==> src/rtl/mc_ctrl_pkg.sv <==
// mc_ctrl_pkg: state, opcode and datapath mux encodings shared by the sequencer and datapath
package mc_ctrl_pkg;
  typedef enum logic [2:0] {
    S_IDLE   = 3'd0,
    S_FETCH  = 3'd1,
    S_DECODE = 3'd2,
    S_EXEC   = 3'd3,
    S_MEM    = 3'd4,
    S_WB     = 3'd5,
    S_HALT   = 3'd6
  } state_t;
  localparam logic [6:0] OP_R   = 7'b0110011;
  localparam logic [6:0] OP_I   = 7'b0010011;
  localparam logic [6:0] OP_LD  = 7'b0000011;
  localparam logic [6:0] OP_ST  = 7'b0100011;
  localparam logic [6:0] OP_BR  = 7'b1100011;
  localparam logic [6:0] OP_JAL = 7'b1101111;
  localparam logic [1:0] A_PC      = 2'b00;
  localparam logic [1:0] A_RS1     = 2'b01;
  localparam logic [1:0] A_OLDPC   = 2'b10;
  localparam logic [1:0] B_RS2     = 2'b00;
  localparam logic [1:0] B_FOUR    = 2'b01;
  localparam logic [1:0] B_IMM     = 2'b10;
  localparam logic [1:0] ALU_ADD   = 2'b00;
  localparam logic [1:0] ALU_SUB   = 2'b01;
  localparam logic [1:0] ALU_FUNCT = 2'b10;
  localparam logic [1:0] WB_ALU    = 2'b00;
  localparam logic [1:0] WB_MDR    = 2'b01;
  localparam logic [1:0] WB_PC     = 2'b10;
  typedef struct packed {
    logic r;
    logic i;
    logic ld;
    logic st;
    logic br;
    logic jal;
  } op_class_t;
endpackage

==> src/rtl/mc_opcode_decode.sv <==
// mc_opcode_decode: maps IR[6:0] to a one-hot instruction class plus a legal bit
//   i_opcode  in   IR[6:0]
//   o_cls     out  one-hot {r, i, ld, st, br, jal}
//   o_legal   out  opcode belongs to a supported class
module mc_opcode_decode
  import mc_ctrl_pkg::*;
(
  input  logic [6:0] i_opcode,
  output op_class_t  o_cls,
  output logic       o_legal
);
  assign o_cls = '{
    r:   i_opcode == OP_R,
    i:   i_opcode == OP_I,
    ld:  i_opcode == OP_LD,
    st:  i_opcode == OP_ST,
    br:  i_opcode == OP_BR,
    jal: i_opcode == OP_JAL
  };
  assign o_legal = |o_cls;
endmodule

==> src/rtl/multicycle_ctrl_fsm.sv <==
// multicycle_ctrl_fsm: multi-cycle RV32 sequencer driving datapath strobes and mux selects
//   clk, rst_n            clock, async active-low reset
//   run                   execute enable, honoured at instruction boundaries
//   opcode, zero          IR[6:0] and ALU zero flag
//   mem_ready             memory completes the current access this cycle
//   pc_write..wb_sel      datapath strobes and mux selects (encodings in mc_ctrl_pkg)
//   state, illegal        debug state, sticky illegal-opcode flag
//   retired_cnt           retired-instruction counter (wraps)
module multicycle_ctrl_fsm
  import mc_ctrl_pkg::*;
#(
  parameter int CNT_W = 32
) (
  input  logic             clk,
  input  logic             rst_n,
  input  logic             run,
  input  logic [6:0]       opcode,
  input  logic             zero,
  input  logic             mem_ready,
  output logic             pc_write,
  output logic             pc_src,
  output logic             ir_write,
  output logic             iord,
  output logic             mem_read,
  output logic             mem_write,
  output logic             reg_write,
  output logic [1:0]       alu_src_a,
  output logic [1:0]       alu_src_b,
  output logic [1:0]       alu_op,
  output logic [1:0]       wb_sel,
  output logic [2:0]       state,
  output logic             illegal,
  output logic [CNT_W-1:0] retired_cnt
);
  state_t     r_state, w_next;
  op_class_t  w_cls;
  logic       w_legal, w_retire, r_illegal;
  logic [CNT_W-1:0] r_cnt;
  mc_opcode_decode u_dec (
    .i_opcode (opcode),
    .o_cls    (w_cls),
    .o_legal  (w_legal)
  );
  always_comb begin
    w_next    = r_state;
    w_retire  = 1'b0;
    pc_write  = 1'b0;
    pc_src    = 1'b0;
    ir_write  = 1'b0;
    iord      = 1'b0;
    mem_read  = 1'b0;
    mem_write = 1'b0;
    reg_write = 1'b0;
    alu_src_a = A_PC;
    alu_src_b = B_RS2;
    alu_op    = ALU_ADD;
    wb_sel    = WB_ALU;
    case (r_state)
      S_IDLE: w_next = run ? S_FETCH : S_IDLE;
      S_FETCH: begin
        mem_read = 1'b1;
        if (mem_ready) begin
          ir_write  = 1'b1;
          pc_write  = 1'b1;
          alu_src_b = B_FOUR;
          w_next    = S_DECODE;
        end
      end
      S_DECODE: begin
        alu_src_a = A_OLDPC;
        alu_src_b = B_IMM;
        w_next    = w_legal ? S_EXEC : S_HALT;
      end
      S_EXEC: begin
        if (w_cls.r) begin
          alu_src_a = A_RS1;
          alu_op    = ALU_FUNCT;
          w_next    = S_WB;
        end else if (w_cls.i) begin
          alu_src_a = A_RS1;
          alu_src_b = B_IMM;
          alu_op    = ALU_FUNCT;
          w_next    = S_WB;
        end else if (w_cls.ld || w_cls.st) begin
          alu_src_a = A_RS1;
          alu_src_b = B_IMM;
          w_next    = S_MEM;
        end else if (w_cls.br) begin
          alu_src_a = A_RS1;
          alu_op    = ALU_SUB;
          pc_write  = zero;
          pc_src    = 1'b1;
          w_retire  = 1'b1;
        end else if (w_cls.jal) begin
          pc_write  = 1'b1;
          pc_src    = 1'b1;
          reg_write = 1'b1;
          wb_sel    = WB_PC;
          w_retire  = 1'b1;
        end else begin
          w_next = S_HALT;
        end
      end
      S_MEM: begin
        iord      = 1'b1;
        mem_read  = w_cls.ld;
        mem_write = w_cls.st;
        if (mem_ready) begin
          w_next   = w_cls.ld ? S_WB : r_state;
          w_retire = !w_cls.ld;
        end
      end
      S_WB: begin
        reg_write = 1'b1;
        wb_sel    = w_cls.ld ? WB_MDR : WB_ALU;
        w_retire  = 1'b1;
      end
      S_HALT: w_next = S_HALT;
      default: w_next = S_IDLE;
    endcase
    // a retiring instruction parks in IDLE instead of fetching when run drops
    if (w_retire) w_next = run ? S_FETCH : S_IDLE;
  end
  always_ff @(posedge clk or negedge rst_n) begin
    if (!rst_n) begin
      r_state   <= S_IDLE;
      r_illegal <= 1'b0;
      r_cnt     <= '0;
    end else begin
      r_state <= w_next;
      if (w_next == S_HALT) r_illegal <= 1'b1;
      if (w_retire) r_cnt <= r_cnt + CNT_W'(1);
    end
  end
  assign state       = r_state;
  assign illegal     = r_illegal;
  assign retired_cnt = r_cnt;
endmodule

==> config.mk <==
export PLATFORM = sky130hd
export DESIGN_NAME = multicycle_ctrl_fsm
export DESIGN_NICKNAME = d
export VERILOG_FILES = /design/src/rtl/mc_ctrl_pkg.sv /design/src/rtl/mc_opcode_decode.sv /design/src/rtl/multicycle_ctrl_fsm.sv
export SDC_FILE = /design/constraint.sdc
export NUM_CORES = 1
export LEC_CHECK = 0
export CORE_MARGIN = 2
export CORE_UTILIZATION = 49
export CTS_CLUSTER_DIAMETER = 150
export DETAILED_ROUTE_END_ITERATION = 12
export PLACE_DENSITY = 0.84
export REMOVE_ABC_BUFFERS = 1
export SLEW_MARGIN = 10
export SYNTH_ARGS = -nofsm -noshare
export SYNTH_HDL_FRONTEND = slang
export SYNTH_HIERARCHICAL = 1
export SYNTH_SLANG_ARGS = --single-unit
==> constraint.sdc <==
create_clock -name clk -period 2.65 [get_ports clk]
set_clock_uncertainty 0.05 [all_clocks]
set_input_delay 0.53 -clock clk [delete_from_list [all_inputs] [get_ports clk]]
set_output_delay 0.53 -clock clk [all_outputs]
set_load 0.01 [all_outputs]
==> flow_summary_export.csv, run 1 <==
group,metric,value,unit
outcome,status,"completed",
placement,io_buffers,62,
synth,synth_cell_types,55,
routing,initialDrtViolationCount,104,
clock_network,clk_pin_slew,70,ps
placement,place_area,3250,µm²
synth,synth_edf_count,0,
power,switching_share,37.9,%
synth,avgSynthCellArea,10.6,µm²
sta,fin_ws,15.1,ps
routing,drt_pass1_iterations,4,
critical_path,r2r_cells,6,
global_route,grt_pass1_wl,10300,µm
synth,synthFlopType,"dfrtp_1",
final_layout,instances_no_fill,386,
power,ir_worst_vdd,0.388,mV
synth,synthTopCellsByArea,"dfrtp_1 38%, xor2_1 8.8%, a2111oi_4 5.8%",
power,p_leak,1.52,nW
critical_path,critPathArrivalTime,2050,ps
clock_network,clkSinkCount,36,
die,initial_core_util,50.5,%
sta,post-route-period-util,99.4,%
die,core,4720,µm²
sta,setup_viol,0,
sta,max_slew_margin,69.4,%
synth,synth_area,2380,µm²
power,internal_power,1.17,mW
synth,async_flop_share,100,%
routing,viasPerCell,5.52,
global_route,antenna_found_initial,0,
die,die_w,73.8,µm
worst_hold_path,hold_depth,1,
sta,min_period,2630,ps
die,rows,25,
sta,fmax,380,MHz
sta,hold_viol_final,0,
synth,synth_most_common_cell,"dfrtp_1",
power,p_seq_share,37.7,%
power,p_sw,0.714,mW
placement,dpl.cell_count,373,
critical_path,cp_slowest_stage_delay,210,ps
critical_path,worstPathCellList,"buf_2, nor3_4, nand3_4, buf_12, nor2b_4, buf_4, nor3_1, o21ai_0, and3b_1, clkdlybuf4s15_2",
synth,synth.ff_latch_count,36,
power,p_clk_share,19.5,%
run,maxCapViolCount,0,
clock_network,cts_buffer_depth,2,
clock_network,cts_root_buf,"clkbuf_8",
routing,drc,0,
worst_hold_path,hold_class,"flip-flop to flip-flop",
sta,maxSlewViolCount,0,
die,die_y,73.8,µm
global_route,grt_overflow,0,
global_route,track_usage,24.6,%
routing,finalWirelength,6380,µm
sta,worst_slew_pin_slew,458,ps
synth,syn_inst,226,
power,power_density,553,nW/µm²
final_layout,diodes,0,
synth,synth_area_leader_cell,"dfrtp_1",
synth,synth.top_cell.area_share,37.8,%
clock_network,insertion_delay,290,ps
clock_network,cts_tree,"yes",
routing,route.detailed.wl_per_inst,16.5,µm
final_layout,final_cell_area,3410,µm²
final_layout,nets,332,
final_layout,layout-drive-gt1-share,28.2,%
routing,postRouteAntennaNets,0,
die,dieArea,5440,µm²
placement,gp_congestion,0.865,
critical_path,cp_slowest_cell,"nor3_4",
power,combinationalPowerShare,42.8,%
placement,dp_hpwl,4360,µm
synth,ys_warn_count,6,
clock_network,numCtsBuffers,5,
critical_path,worstSetupStartpointType,"input pin",
final_layout,area_delta_synth_final,43.1,%
critical_path,endpoint_kind,"output port",
global_route,grt_max_degree,37,
critical_path,path_class,"input pin to output port",
synth,synth_commonest_cells,"36 x dfrtp_1, 24 x xor2_1, 18 x nand2_1",
critical_path,cp.required,2070,ps
die,io_pins,63,
routing,num_vias,2129,
global_route,first_global_vias,2100,
clock_network,htreeDepth,2,
critical_path,path_max_fanout,4,
placement,place_ws,-767,ps
synth,yosysSeqAreaShare,37.8,%
==> metal layers <==
| layer | GRT usage, % | share of wire [%] |
|---|---|---|
| met1 | 33.8 | 45 |
| met2 | 38.9 | 49 |
| met3 | 5.62 | 4.9 |
| met4 | 7.07 | 1.1 |
| met5 | 0 | 0 |
==> worst paths after layout <==
check | startpoint | end | slack, ps
worst max-delay path | opcode[6] | alu_src_b[1] | 20
worst min-delay path | illegal$_DFFE_PN0N_ | illegal$_DFFE_PN0N_ | 420
worst max register to register | state[1]$_DFF_PN0_ | retired_cnt[22]$_DFFE_PN0P_ | 630
worst min register to register | illegal$_DFFE_PN0N_ | illegal$_DFFE_PN0N_ | 420
max in group asynchronous | rst_n | retired_cnt[17]$_DFFE_PN0P_ | 1620
min in group asynchronous | rst_n | retired_cnt[21]$_DFFE_PN0P_ | 610
==> power by group through the flow <==
| stage | sequential, mW | clock (mW) | combinational [mW] |
|---|---|---|---|
| floorplan | 0.764 | 0 | 0.340 |
| global placement | 0.716 | 0 | 0.786 |
| detailed placement | 0.716 | 0 | 0.796 |
| CTS | 0.708 | 0.374 | 0.805 |
| global route | 0.725 | 0.400 | 0.872 |
| finish | 0.712 | 0.369 | 0.807 |
==> sequential cells by signal, summed over array words and instances (netlist names) <==
name and flops:
retired_cnt 32, state 3, illegal 1
==> area by class of cell <==
cell class              instances  area [µm²]
clock buffers                   6        72.6
flip-flops and latches         36         901
multi-input cells             170        1460
inverters                       9        33.8
repair buffers                 97         857
fillers                       357        1310
well taps                      67        83.8
clock inverters                 1        5.00
==> critical path: cells and delay by family <==
| kind | cells | cell delay, ps |
|---|---|---|
| and+or+nand+nor | 5 | 710 |
| AOI/OAI and AO/OA | 1 | 160 |
| buffers and inverters | 4 | 640 |
==> metrics by stage <==
stage / hold WS (ps) / power (mW) / setup TNS, ps / util, %
2_1_floorplan: 184 / 1.10 / -3730 / -
3_3_place_gp: 402 / 1.50 / -10070 / 68.8
3_5_place_dp: 398 / 1.51 / -13280 / 68.8
4_1_cts: 417 / 1.89 / -16.7 / 72.2
5_1_grt: 450 / 2.00 / -78.6 / 72.3
6_report: 419 / 1.89 / 0 / 72.3
==> timing repair <==
action	in CTS	in global routing
pin swaps	7	4
hold buffers	0	0
resized for setup	67	9
setup endpoints to repair	22	14
hold endpoints to repair	0	0
setup buffers	5	1
==> layout by cell type (no fill, tap or decap), types with 5 or more instances in the layout <==
cell,count
a2111oi_1,5
a2111oi_2,6
a2111oi_4,5
a211oi_1,7
a21oi_1,6
and3_1,6
and4_1,5
buf_2,8
buf_4,30
clkbuf_8,5
clkdlybuf4s50_1,44
dfrtp_1,36
inv_1,8
nand2_1,18
nand3_1,9
nor2_1,7
nor2b_1,6
xnor2_1,8
xor2_1,24
==> logic make-up (layout without fill, tap and decap cells) <==
| kind of cell | count (synthesis) | count (layout) | synth area share (%) |
|---|---|---|---|
| xor+xnor | 32 | 32 | 11.8 |
| fa+ha+maj | 1 | 1 | 0.525 |
| buf+inv | 20 | 113 | 4.30 |
| mux | 3 | 3 | 1.36 |
| compound gates | 43 | 43 | 19.7 |
| flops | 36 | 36 | 37.8 |
| simple gates | 91 | 91 | 24.6 |
Note: power is estimated with default switching activity, not from simulation.
==> run 2: changes to the inputs <==
--- a/config.mk
+++ b/config.mk
@@ -9,7 +9,8 @@
 export CORE_UTILIZATION = 49
 export CTS_CLUSTER_DIAMETER = 150
 export DETAILED_ROUTE_END_ITERATION = 12
-export PLACE_DENSITY = 0.84
+export GPL_ROUTABILITY_DRIVEN = 0
+export PLACE_DENSITY = 0.86
 export REMOVE_ABC_BUFFERS = 1
 export SLEW_MARGIN = 10
 export SYNTH_ARGS = -nofsm -noshare
==> flow_summary_export.csv, run 2 (synthesis gave the netlist of run 1 again) <==
group,metric,value,unit
global_route,track_usage,26.8,%
clock_network,cts_tree,"yes",
global_route,grt_pass1_wl,11200,µm
clock_network,clkSinkCount,36,
sta,worst_slew_pin_slew,735,ps
routing,finalWirelength,7100,µm
routing,initialDrtViolationCount,183,
critical_path,critPathArrivalTime,2030,ps
sta,setup_viol,0,
global_route,grt_overflow,0,
die,rows,25,
sta,maxSlewViolCount,0,
placement,dp_hpwl,4710,µm
final_layout,final_util,77.6,%
final_layout,final_cell_mix,"45 x clkdlybuf4s50_1, 39 x buf_4, 35 x dfrtp_1, 24 x xor2_1, 17 x nand2_1",
final_layout,largest_register_ffs,32,
sta,fmax,383,MHz
sta,post-route-period-util,98.5,%
placement,io_buffers,62,
power,p_leak,1.60,nW
clock_network,insertion_delay,290,ps
power,ir_worst_vdd,0.356,mV
routing,postRouteAntennaNets,0,
final_layout,final_common_cell,"clkdlybuf4s50_1",
worst_hold_path,hold_class,"flip-flop to flip-flop",
final_layout,area.sequential,902,µm²
routing,drc,0,
final_layout,multi_input_area,1560,µm²
clock_network,numCtsBuffers,5,
critical_path,path_class,"input pin to output port",
final_layout,area_delta_synth_final,53.6,%
final_layout,layout-drive-gt1-share,34.0,%
clock_network,clk_pin_slew,70,ps
final_layout,nets,344,
run,maxCapViolCount,0,
critical_path,endpoint_kind,"output port",
routing,num_vias,2272,
global_route,antenna_found_initial,0,
final_layout,fillers,298,
clock_network,htreeDepth,2,
die,initial_core_util,50.5,%
routing,drt_pass1_iterations,4,
outcome,status,"completed",
critical_path,cp.required,2070,ps
sta,max_slew_margin,50.9,%
die,core,4720,µm²
sta,hold_viol_final,0,
routing,viasPerCell,5.69,
die,dieArea,5440,µm²
die,io_pins,63,
critical_path,worstSetupStartpointType,"input pin",
sta,min_period,2610,ps
clock_network,cts_root_buf,"clkbuf_8",
power,total_power,1.98,mW
global_route,first_global_vias,2332,
clock_network,cts_buffer_depth,2,
routing,route.detailed.wl_per_inst,17.8,µm
critical_path,path_max_fanout,5,
power,power_density,540,nW/µm²
global_route,grt_max_degree,37,
sta,rsz0062_at_grt,"yes",
die,die_y,73.8,µm
final_layout,diodes,0,
die,die_w,73.8,µm
[run 2: stage by stage]
| stage | hold WS (ps) | area (µm²) | cells | setup WS (ps) | TNS, ps |
|---|---|---|---|---|---|
| after floorplan | 184 | 2320 | 215 | -233 | -3730 |
| after global placement | 402 | 3280 | 379 | -614 | -11510 |
| after detailed placement | 415 | 3280 | 379 | -772 | -16240 |
| after CTS | 426 | 3530 | 397 | -55.1 | -204 |
| after global routing | 454 | 3660 | 399 | -9.70 | -9.70 |
| final | 423 | 3660 | 399 | 39.1 | 0 |
[run 2: worst max-delay path, stage by stage]
cell	delay, ps
buf_8	80
nor3_4	40
nand3_4	100
buf_6	120
nor3b_4	40
buf_4	130
or4_4	510
nor4_4	200
nand2b_1	150
buf_2	130
[run 2: final cells by class]
type                    instances  area share, %
multi-input cells             170           42.5
clock inverters                 2          0.273
flip-flops and latches         36           24.6
well taps                      67           2.29
repair buffers                109           27.2
inverters                       9          0.922
clock buffers                   6           2.25
[run 2: layer usage]
| metal | wire length [µm] | vias up | share of wire [%] | GRT usage [%] |
|---|---|---|---|---|
| li1 | - | 1044 | - | - |
| met1 | 2880 | 1122 | 41 | 31.5 |
| met2 | 3720 | 85 | 52 | 48.1 |
| met3 | 319 | 21 | 4.5 | 4.94 |
| met4 | 181 | 0 | 2.6 | 10.3 |
| met5 | 0 | - | 0 | 0 |
[run 2: path summary, 6_finish.rpt]
path	cells after the start	start	to	slack (ps)
setup / recovery	10	opcode[2]	reg_write	40
hold / removal	1	retired_cnt[31]$_DFFE_PN0P_	retired_cnt[31]$_DFFE_PN0P_	420
setup reg to reg	5	retired_cnt[3]$_DFFE_PN0P_	retired_cnt[20]$_DFFE_PN0P_	270
hold reg to reg	1	retired_cnt[31]$_DFFE_PN0P_	retired_cnt[31]$_DFFE_PN0P_	420
max in group asynchronous	2	rst_n	state[0]$_DFF_PN0_	1600
min in group asynchronous	2	rst_n	retired_cnt[22]$_DFFE_PN0P_	600
[run 2: timing repair]
action | 4_1_cts | 5_1_grt
gates resized for setup | 78 | 30
setup buffers | 10 | 4
pin swaps | 10 | 10
hold buffers | 0 | 0
setup endpoints to repair | 26 | 25
[run 2: power breakdown]
part | total, mW | internal (mW) | switching [mW]
combinational | 0.868 | 0.407 | 0.460
sequential | 0.704 | 0.615 | 0.0883
clock | 0.409 | 0.207 | 0.201
total | 1.98 | 1.23 | 0.750
==> run 3: changes to the inputs <==
--- a/config.mk
+++ b/config.mk
@@ -5,6 +5,7 @@
 export SDC_FILE = /design/constraint.sdc
 export NUM_CORES = 1
 export LEC_CHECK = 0
+export ABC_CLOCK_PERIOD_IN_PS = 2650
 export CORE_MARGIN = 2
 export CORE_UTILIZATION = 49
 export CTS_CLUSTER_DIAMETER = 150
==> results of run 3 <==
Final layout, timing and power as in run 2 (identical DEF).
